$ cat src/rtl/player_motion.sv
// Per-frame player movement: reads the buttons on each vsync falling edge, then checks the move against the grid and the playfield bounds.
// Define COLLISION_COUNT_EN to add the saturating bump_count output.
module player_motion #(
   parameter int         ORIGIN_X   = 112,
   parameter int         ORIGIN_Y   = 112,
   parameter int         TILE_LOG2  = 5,
   parameter int         COLS       = 13,
   parameter int         ROWS       = 8,
   parameter int         SPEED      = 2,
   parameter int         SPAWN_COL  = 6,
   parameter int         SPAWN_ROW  = 4,
   parameter logic [2:0] PLAY_STATE = 3'd1
) (
   input  logic                             clock,
   input  logic                             reset,
   input  logic                             vsync_in,
   input  logic [2:0]                       game_state,
   input  logic                             btn_up,
   input  logic                             btn_down,
   input  logic                             btn_left,
   input  logic                             btn_right,
   input  logic [ROWS-1:0][COLS-1:0][3:0]   object_grid,
   output logic [8:0]                       player_x,
   output logic [8:0]                       player_y,
   output logic [1:0]                       player_direction,
   output logic                             move_done
`ifdef COLLISION_COUNT_EN
   ,
   output logic [7:0]                       bump_count
`endif
);

   localparam int TILE = 1 << TILE_LOG2;
   localparam int CW   = $clog2(COLS);
   localparam int RW   = $clog2(ROWS);

   localparam logic signed [10:0] X_LO = 11'(ORIGIN_X);
   localparam logic signed [10:0] X_HI = 11'(ORIGIN_X + COLS * TILE - 1);
   localparam logic signed [10:0] Y_LO = 11'(ORIGIN_Y);
   localparam logic signed [10:0] Y_HI = 11'(ORIGIN_Y + ROWS * TILE - 1);
   localparam logic signed [10:0] EDGE = 11'(TILE - 1);
   localparam logic signed [10:0] ZERO = 11'(0);
   localparam logic signed [10:0] SPD  = 11'(SPEED);

   localparam logic [8:0] SPAWN_X = 9'(ORIGIN_X + (SPAWN_COL << TILE_LOG2));
   localparam logic [8:0] SPAWN_Y = 9'(ORIGIN_Y + (SPAWN_ROW << TILE_LOG2));

   localparam logic [1:0] DIR_UP    = 2'd0;
   localparam logic [1:0] DIR_DOWN  = 2'd1;
   localparam logic [1:0] DIR_LEFT  = 2'd2;
   localparam logic [1:0] DIR_RIGHT = 2'd3;

   typedef enum logic [2:0] {IDLE, CALC, CHK0, CHK1, COMMIT} state_t;

   state_t              state_q, state_d;
   logic                vsync_q;
   logic [2:0]          gs_q;
   logic [3:0]          btn_q, btn_d;
   logic [1:0]          dir_q, dir_d;
   logic signed [10:0]  cx_q, cx_d, cy_q, cy_d;
   logic                blk_q, blk_d;
   logic [8:0]          x_q, x_d, y_q, y_d;
   logic [1:0]          pdir_q, pdir_d;
   logic                done_q, done_d;
`ifdef COLLISION_COUNT_EN
   logic [7:0]          bump_q, bump_d;
`endif

   logic                tick, playing, enterPlay;
   logic signed [10:0]  c0x, c0y, c1x, c1y, baseX, baseY;

   assign tick      = vsync_q & ~vsync_in;
   assign playing   = (game_state == PLAY_STATE);
   assign enterPlay = playing && (gs_q != PLAY_STATE);
   assign baseX     = signed'({2'b00, x_q});
   assign baseY     = signed'({2'b00, y_q});

   // Leading-edge corners of the candidate box for the chosen direction.
   assign c0x = cx_q + ((dir_q == DIR_RIGHT) ? EDGE : ZERO);
   assign c0y = cy_q + ((dir_q == DIR_DOWN)  ? EDGE : ZERO);
   assign c1x = cx_q + ((dir_q == DIR_LEFT)  ? ZERO : EDGE);
   assign c1y = cy_q + ((dir_q == DIR_UP)    ? ZERO : EDGE);

   function automatic logic cornerBlocked(input logic signed [10:0] px,
                                          input logic signed [10:0] py);
      logic [10:0]   dx, dy;
      logic [CW-1:0] col;
      logic [RW-1:0] row;
      dx  = px - X_LO;
      dy  = py - Y_LO;
      col = CW'(dx >> TILE_LOG2);
      row = RW'(dy >> TILE_LOG2);
      if (px < X_LO || px > X_HI || py < Y_LO || py > Y_HI)
         cornerBlocked = 1'b1;
      else
         cornerBlocked = (object_grid[row][col] != 4'd0);
   endfunction

   always_comb begin
      state_d = state_q;
      btn_d   = btn_q;
      dir_d   = dir_q;
      cx_d    = cx_q;
      cy_d    = cy_q;
      blk_d   = blk_q;
      x_d     = x_q;
      y_d     = y_q;
      pdir_d  = pdir_q;
      done_d  = 1'b0;
`ifdef COLLISION_COUNT_EN
      bump_d  = bump_q;
`endif
      if (enterPlay) begin
         state_d = IDLE;
         x_d     = SPAWN_X;
         y_d     = SPAWN_Y;
         pdir_d  = DIR_DOWN;
`ifdef COLLISION_COUNT_EN
         bump_d  = 8'd0;
`endif
      end else if (state_q != IDLE && !playing) begin
         state_d = IDLE;
      end else begin
         unique case (state_q)
            IDLE: begin
               if (tick && playing && (btn_up | btn_down | btn_left | btn_right)) begin
                  btn_d   = {btn_right, btn_left, btn_down, btn_up};
                  state_d = CALC;
               end
            end
            CALC: begin
               cx_d = baseX;
               cy_d = baseY;
               if (btn_q[0]) begin
                  dir_d = DIR_UP;
                  cy_d  = baseY - SPD;
               end else if (btn_q[1]) begin
                  dir_d = DIR_DOWN;
                  cy_d  = baseY + SPD;
               end else if (btn_q[2]) begin
                  dir_d = DIR_LEFT;
                  cx_d  = baseX - SPD;
               end else begin
                  dir_d = DIR_RIGHT;
                  cx_d  = baseX + SPD;
               end
               state_d = CHK0;
            end
            CHK0: begin
               blk_d   = cornerBlocked(c0x, c0y);
               state_d = CHK1;
            end
            CHK1: begin
               blk_d   = blk_q | cornerBlocked(c1x, c1y);
               state_d = COMMIT;
            end
            COMMIT: begin
               pdir_d = dir_q;
               done_d = 1'b1;
               if (!blk_q) begin
                  x_d = cx_q[8:0];
                  y_d = cy_q[8:0];
               end
`ifdef COLLISION_COUNT_EN
               else if (bump_q != 8'hFF) begin
                  bump_d = bump_q + 8'd1;
               end
`endif
               state_d = IDLE;
            end
            default: state_d = IDLE;
         endcase
      end
   end

   // Edge-detect samples are free-running so reset release never fakes a tick or a play entry.
   always_ff @(posedge clock) begin
      vsync_q <= vsync_in;
      gs_q    <= game_state;
      if (reset) begin
         state_q <= IDLE;
         btn_q   <= 4'd0;
         dir_q   <= DIR_DOWN;
         cx_q    <= '0;
         cy_q    <= '0;
         blk_q   <= 1'b0;
         x_q     <= SPAWN_X;
         y_q     <= SPAWN_Y;
         pdir_q  <= DIR_DOWN;
         done_q  <= 1'b0;
`ifdef COLLISION_COUNT_EN
         bump_q  <= 8'd0;
`endif
      end else begin
         state_q <= state_d;
         btn_q   <= btn_d;
         dir_q   <= dir_d;
         cx_q    <= cx_d;
         cy_q    <= cy_d;
         blk_q   <= blk_d;
         x_q     <= x_d;
         y_q     <= y_d;
         pdir_q  <= pdir_d;
         done_q  <= done_d;
`ifdef COLLISION_COUNT_EN
         bump_q  <= bump_d;
`endif
      end
   end

   assign player_x         = x_q;
   assign player_y         = y_q;
   assign player_direction = pdir_q;
   assign move_done        = done_q;
`ifdef COLLISION_COUNT_EN
   assign bump_count       = bump_q;
`endif

endmodule

$ cat config.mk
export PLATFORM = sky130hd
export DESIGN_NAME = player_motion
export DESIGN_NICKNAME = d
export VERILOG_FILES = /design/src/rtl/player_motion.sv
export SDC_FILE = /design/constraint.sdc
export NUM_CORES = 1
export LEC_CHECK = 0
export ABC_CLOCK_PERIOD_IN_PS = 6200
export BUFFER_PORTS_ARGS = -buffer_cell sky130_fd_sc_hd__buf_2
export CAP_MARGIN = 20
export CORE_AREA = 2 2 174 176
export CTS_CLUSTER_SIZE = 14
export DETAILED_ROUTE_END_ITERATION = 16
export DIE_AREA = 0 0 176 178
export PLACE_DENSITY = 0.63
export REMOVE_ABC_BUFFERS = 1
export SKIP_CTS_REPAIR_TIMING = 1
export SYNTH_ARGS = -nofsm -noshare
export SYNTH_HDL_FRONTEND = slang
export SYNTH_SLANG_ARGS = --single-unit
$ cat constraint.sdc
create_clock -name clock -period 6.2 [get_ports clock]
set_clock_uncertainty 0.1 [all_clocks]
set_input_delay 0 -clock clock [delete_from_list [all_inputs] [get_ports clock]]
set_output_delay 0 -clock clock [all_outputs]
set_load 0.02 [all_outputs]
==> impl_results.md, run 1 <==
* Status: finished clean
* Vias/cell at approximately 5.5
* Starting density of the core at between 20% and 30%
* Pre-Repair DR Iteration Count at 5
* Fraction of registers with async set or reset after synthesis at 0%
* Final Hold Fails at 0
* Synthesized instance count at around 1000
* Final GP Congestion at 0.9096
* Yosys reg bits at 56
* CTS root buf: clkbuf_16
* Bufs and invs on worst path at 2
* CTS Buf Count at 5
* Initial DRC count at between 800 and 900
* Row count at between 60 and 70
* Register area share after synthesis at between 10% and 20%
* Largest family of logic cells by synthesized area: simple AND/OR/NAND/NOR gates
* Final min period at 5421 ps
* Post-synth EDFFs at 0
* CP required at 6360 ps
* Adder-Cell Fraction of Synth Area at under 10%
* Most used DFF post-synth: dfxtp_1
* Critical path arrival at ~5600 ps
* Routed Antenna Nets at 0
* Post-Synth Simple-Gate Area at a little over a quarter
* Hold depth at 2
* Most used routing layer: met2
* Placed inst area at between 10000 and 15000 um^2
* Leakage dissipation at 4.537 nW
* Met3 Use GR at under 10%
* Hold Crit Class: primary input to register
* R2r worst-path depth at 16
* Post-Synth XOR/XNOR Area at 6.880%
* GR Layer Usage met2 at between 40% and 50%
* Worst setup EP type: register
* Crit path max fanout at 15
* Post-Syn Area per Cell at between 7 and 8 um^2
* Startpoint types: register
* Worst VDD drop at between 100 and 150 uV
* Die H at 178 um
* Commonest non-fill, non-tap cell in the layout: buf_2
* H-tree depth at 2
* Max Fclk at between 150 and 200 MHz
* Fin. max-slew vios at 0
* Cell depth of the worst setup path at 16
* Most frequent cells in the layout: 448 x buf_2, 108 x nand2_1, 86 x nor4_1
* Die width at 176 um
* Final wirelength at between 30 and 40 mm
* Filler cells at 3095
* Largest net degree at the start of global routing at 50
* Worst path cell trace: nor2b_1 > ha_1 > a21oi_1 > o22ai_1 > a311o_4 > ha_2 > xnor2_1 > xnor2_4 > buf_4 > buf_4 > mux2i_1 > mux2i_1 > mux4_2 > nand2b_1 > a41oi_1 > o211a_1
* Post-route cell area at roughly 11000 um^2
* GRT Util Overall at about a quarter
* Post-DP HPWL at between 30 and 40 mm
* Clock slew at reported path FFs at approximately 80 ps
* Synth Area in Compound Gates at around a fifth
* Mean routed wirelength per cell at approximately 21 um
* Total vias in the final route at approximately 9900
* Unrepaired setup endpoints after global routing: false
* Post-synthesis mux area share at 20.82%
* Initial antenna violation count at 15
* Synth cell types at 81
* Worst hold margin at roughly 110 ps
* Tightest Pin Transition at approximately 1100 ps
* Vias in the first global route at about 9300
* PortBufs at 446
* Fin nets at around 1900
* Worst-skew pair later-pin latency at around 300 ps
* Placed cells at 1777
* Crit path largest cell delay at roughly 660 ps
* Pwr/cell area at ~85 nW/um^2
* CP delay by family, top: compound AO/OA/AOI/OAI gates
* Cell Area, Synth at approximately 7800 um^2
* Die area at roughly 31000 um^2
* Area Overhead vs Synth at 36.32%
* Relative slew slack at around a quarter
* Share of layout cells above drive strength 1 at around two fifths
* First-pass GRT wire length at between 50 and 60 mm
* Final Cycle Share at between 80 and 90%
* CP max stage cell: xnor2_4
* Total grt overflow at 0
* Yosys warns at 0
* Max_cap viols at 0
* DRC at 0
* Max Buffers Root-to-Sink at 2
* Clk sinks at 56
* Setup violators final at 0
* Fin cells at around 1800
* CORE AREA at 29400 um^2
* Crit Path Category: register to register
* IO Count at roughly 450
* GR Util met1 at 28.61%
* Fin util at between 30% and 40%
* CTS tree: built
* Setup TNS at 0 ps
==> sequential cells by signal, summed over array words and instances, names as in the netlist <==
| name | flops |
|---|---|
| blk_q | 1 |
| btn_q | 3 |
| cx_q | 11 |
| cy_q | 11 |
| dir_q | 2 |
| gs_q | 3 |
| move_done | 1 |
| player_direction | 2 |
| player_x | 9 |
| player_y | 9 |
| state_q | 3 |
| vsync_q | 1 |
==> logic make-up (layout without fill, tap and decap cells) <==
logic type	after synthesis	after routing
AND/OR/NAND/NOR	408	408
AO/OA/AOI/OAI	229	229
multiplexers	113	113
buffers and inverters	92	504
XOR/XNOR	58	58
flip-flops	56	56
adder cells (fa/ha/maj)	36	36
other	0	8
==> through the flow <==
step	power (W)	worst slack, ps
CTS	0.0009042	838.6
detailed placement	0.0006123	852.5
floorplan	0.0004290	761.2
finish	0.0009052	779.2
global route	0.0009422	466.8
global placement	0.0006093	1017
==> Yosys cell counts, types with 13 or more instances <==
cell type / instances / share of area, %
inv_1: 25 / 1.2
o21ai_0: 29 / 1.9
mux2_2: 13 / 1.9
nor3_1: 39 / 2.5
xnor2_1: 37 / 4.1
mux2i_1: 61 / 7.8
nor4_1: 86 / 6.9
a211oi_1: 25 / 2.4
mux4_2: 37 / 11
nor2_1: 68 / 3.3
nand3_1: 29 / 1.9
ha_1: 30 / 4.8
clkbuf_1: 52 / 2.5
dfxtp_1: 56 / 14
nand2_1: 108 / 5.2
a21oi_1: 60 / 3.8
xor2_1: 17 / 1.9
==> worst paths after layout <==
| kind | to | slack, ps | start |
|---|---|---|---|
| worst max-delay path | blk_q | 780 | dir_q[0] |
| worst max register to register | blk_q | 780 | dir_q[0] |
| worst min-delay path | btn_q[2] | 110 | reset |
| worst min register to register | cx_q[0] | 390 | player_x[0] |
==> per-layer routing <==
| layer | wire length (um) | up-vias |
|---|---|---|
| met1 | 15520 | 4664 |
| li1 | - | 4678 |
| met3 | 3313 | 61 |
| met2 | 18690 | 540 |
| met4 | 1089 | 6 |
| met5 | 44 | - |
==> layout make-up <==
type,count,area (um^2),share of cell area [%]
inverters,26,97.59,0.9155
diodes,8,20.02,0.1878
clock inverters,2,10.01,0.09390
flip-flops and latches,56,1121,10.52
well taps,390,488.0,4.577
clock buffers,6,138.9,1.303
multi-input cells,844,6360,59.66
repair buffers,470,2425,22.75
==> power breakdown <==
| part | internal, W | switching (W) | total (W) |
|---|---|---|---|
| clock network | 0.000160 | 0.000135 | 0.000295 |
| registers | 0.000361 | 0.000000706 | 0.000362 |
| logic | 0.000135 | 0.000113 | 0.000249 |
| total | 0.000656 | 0.000249 | 0.000905 |
No activity file was read; power rests on OpenSTA's default activity.
==> run 2, diff against run 1 <==
--- a/config.mk
+++ b/config.mk
@@ -9,10 +9,11 @@
 export BUFFER_PORTS_ARGS = -buffer_cell sky130_fd_sc_hd__buf_2
 export CAP_MARGIN = 20
 export CORE_AREA = 2 2 174 176
+export CTS_CLUSTER_DIAMETER = 30
 export CTS_CLUSTER_SIZE = 14
 export DETAILED_ROUTE_END_ITERATION = 16
 export DIE_AREA = 0 0 176 178
-export PLACE_DENSITY = 0.63
+export PLACE_DENSITY = 0.55
 export REMOVE_ABC_BUFFERS = 1
 export SKIP_CTS_REPAIR_TIMING = 1
 export SYNTH_ARGS = -nofsm -noshare
==> constraint.sdc (replaced) <==
create_clock -name clock -period 6.2 [get_ports clock]
set_clock_uncertainty 0.1 [all_clocks]
set_input_delay 0 -clock clock [delete_from_list [all_inputs] [get_ports clock]]
set_output_delay 0 -clock clock [all_outputs]
set_load 0.005 [all_outputs]
==> impl_results.md, run 2 (synthesized netlist as in run 1, its figures left out) <==
* Placed cells at 1782 (+0.28%)
* Total power at 0.0009255 W (+2.2%)
* RR Startpoint: dir_q[0]
* Hold Crit Class: primary input to register
* Die H at 178 um (unchanged)
* Fin. max-slew vios at 0 (unchanged)
* Biggest regs: cx_q: 11 flops, cy_q: 11 flops
* Relative slew slack at 16.91% (-8.4 points)
* Max Buffers Root-to-Sink at 2 (unchanged)
* Final wirelength at 38.87 mm (+0.56%)
* Bufs and invs on worst path at 1 (-1)
* GRT Util Overall at 23.83% (+0.30 points)
* CTS Buf Count at 5 (unchanged)
* Most frequent cells in the layout: 447 x buf_2, 108 x nand2_1, 86 x nor4_1
* Max Fclk at 190.4 MHz (+3.2%)
* Final min period at 5253 ps (-167.7 ps)
* First-pass GRT wire length at 56.68 mm (+2.0%)
* Initial DRC count at 664 (-23%)
* IO Count at 447 (unchanged)
* Share of layout cells above drive strength 1 at 39.16% (+0.059 points)
* Die width at 176 um (unchanged)
* Area Overhead vs Synth at 36.72%
* Total grt overflow at 0 (unchanged)
* Total vias in the final route at 9869 (-0.80%)
* Register Area at 1121 um^2 (unchanged)
* Hold wc startpoint: reset
* Critical path arrival at 5390 ps (-190 ps)
* Filler cells at 3127 (+1.0%)
* CTS root buf: clkbuf_16
* CP required at 6340 ps (-20 ps)
* DRC at 0 (unchanged)
* Vias/cell at 5.483 (-0.69%)
* R2r worst-path depth at 16 (unchanged)
* Tightest Pin Transition at 1235 ps (+122.9 ps)
* Crit path max fanout at 17 (+2)
* Leakage dissipation at 4.554 nW (+0.38%)
* FF-to-FF End: blk_q
* Post-DP HPWL at 33.12 mm (+1.3%)
* Hold endpoint: btn_q[2]
* Final Cycle Share at 84.73% (-2.7 points)
* Unrepaired setup endpoints after global routing: false
* Largest net degree at the start of global routing at 49 (-2.0%)
* Setup violators final at 0 (unchanged)
* Pwr/cell area at 86.56 nW/um^2 (+1.9%)
* Worst-skew pair later-pin latency at 290 ps (about the same)
* Final GP Congestion at 0.9040 (-0.62%)
* Mean routed wirelength per cell at 21.60 um (+0.68%)
* Worst hold margin at 114.6 ps (+7.486 ps)
* Row count at 63 (unchanged)
* FF-to-FF setup slack at 950 ps (+170 ps)
* Worst VDD drop at 122.8 uV (+20%)
* Setup ws final at 946.9 ps (+167.7 ps)
* Die area at 31330 um^2 (unchanged)
* Worst path cell trace: nor2b_1 > ha_1 > a21oi_1 > o22ai_1 > a311o_4 > ha_2 > xnor2_1 > xnor2_4 > buf_4 > mux2i_1 > mux2i_1 > mux4_1 > a21oi_1 > nand2b_1 > a41oi_1 > o211a_1
* Crit Path Category: register to register
* Fin cells at 1800 (-0.11%)
* Clock slew at reported path FFs at 70 ps (about the same)
* Commonest non-fill, non-tap cell in the layout: buf_2
* Final Hold Fails at 0 (unchanged)
* Pre-Repair DR Iteration Count at 5 (unchanged)
* Routed Antenna Nets at 0 (unchanged)
* CORE AREA at 29400 um^2 (unchanged)
* Vias in the first global route at 9619 (+2.9%)
* Setup TNS at 0 ps (unchanged)
* Status: finished clean
* Cell depth of the worst setup path at 16 (unchanged)
* Startpoint types: register
* Dpl ws at 1004 ps (+151.6 ps)
* Initial antenna violation count at 11 (-4)
* Starting density of the core at 26.60% (unchanged)
* CTS tree: built
* Hold depth at 2 (unchanged)
* Clk sinks at 56 (unchanged)
* Crit path largest cell delay at 500 ps (-160 ps)
* CP delay by family, top: compound AO/OA/AOI/OAI gates
* PortBufs at 446 (unchanged)
* Fin nets at 1865 (+0.16%)
* H-tree depth at 2 (unchanged)
* CP max stage cell: mux4_1
* Multi-input gate area at 6360 um^2 (unchanged)
* Worst setup EP type: register
* Max_cap viols at 0 (unchanged)
## run 2: area by class of cell
class,count,area share (%)
antenna,3,0.07022
clock buffer,6,1.205
clock inverter,2,0.3277
inverter,26,0.9128
multi-input combinational,844,59.49
sequential,56,10.49
tap,390,4.564
timing repair buffer,473,22.95
## run 2: stage by stage
step                instance area [um^2]  util (%)
floorplan                           7533         -
global route                       10690     36.36
detailed placement                 10450     35.54
finish                             10690     36.36
CTS                                10610     36.10
global placement                   10430     35.49
## run 2: worst max-delay path by stage
stage	slack [ps]	start	end
floorplan	760	dir_q[0]	blk_q
global placement	1140	dir_q[1]	blk_q
detailed placement	1000	dir_q[0]	blk_q
CTS	990	dir_q[0]	blk_q
global route	600	dir_q[0]	blk_q
finish	950	dir_q[0]	blk_q
## run 2: power by group
part	switching [W]	internal (W)
Sequential	0.000000675	0.000361
Combinational	0.000111	0.000135
Clock	0.000127	0.000190
Total	0.000239	0.000686
## run 2: routing by layer
metal / global-route usage [%] / wire [um] / up-vias / part of all wire (%)
li1: - / - / 4684 / -
met1: 30.75 / 16810 / 4703 / 43
met2: 43.42 / 19130 / 440 / 49
met3: 2.962 / 2291 / 38 / 5.9
met4: 3.375 / 616 / 4 / 1.6
met5: 0 / 22 / - / 0.057
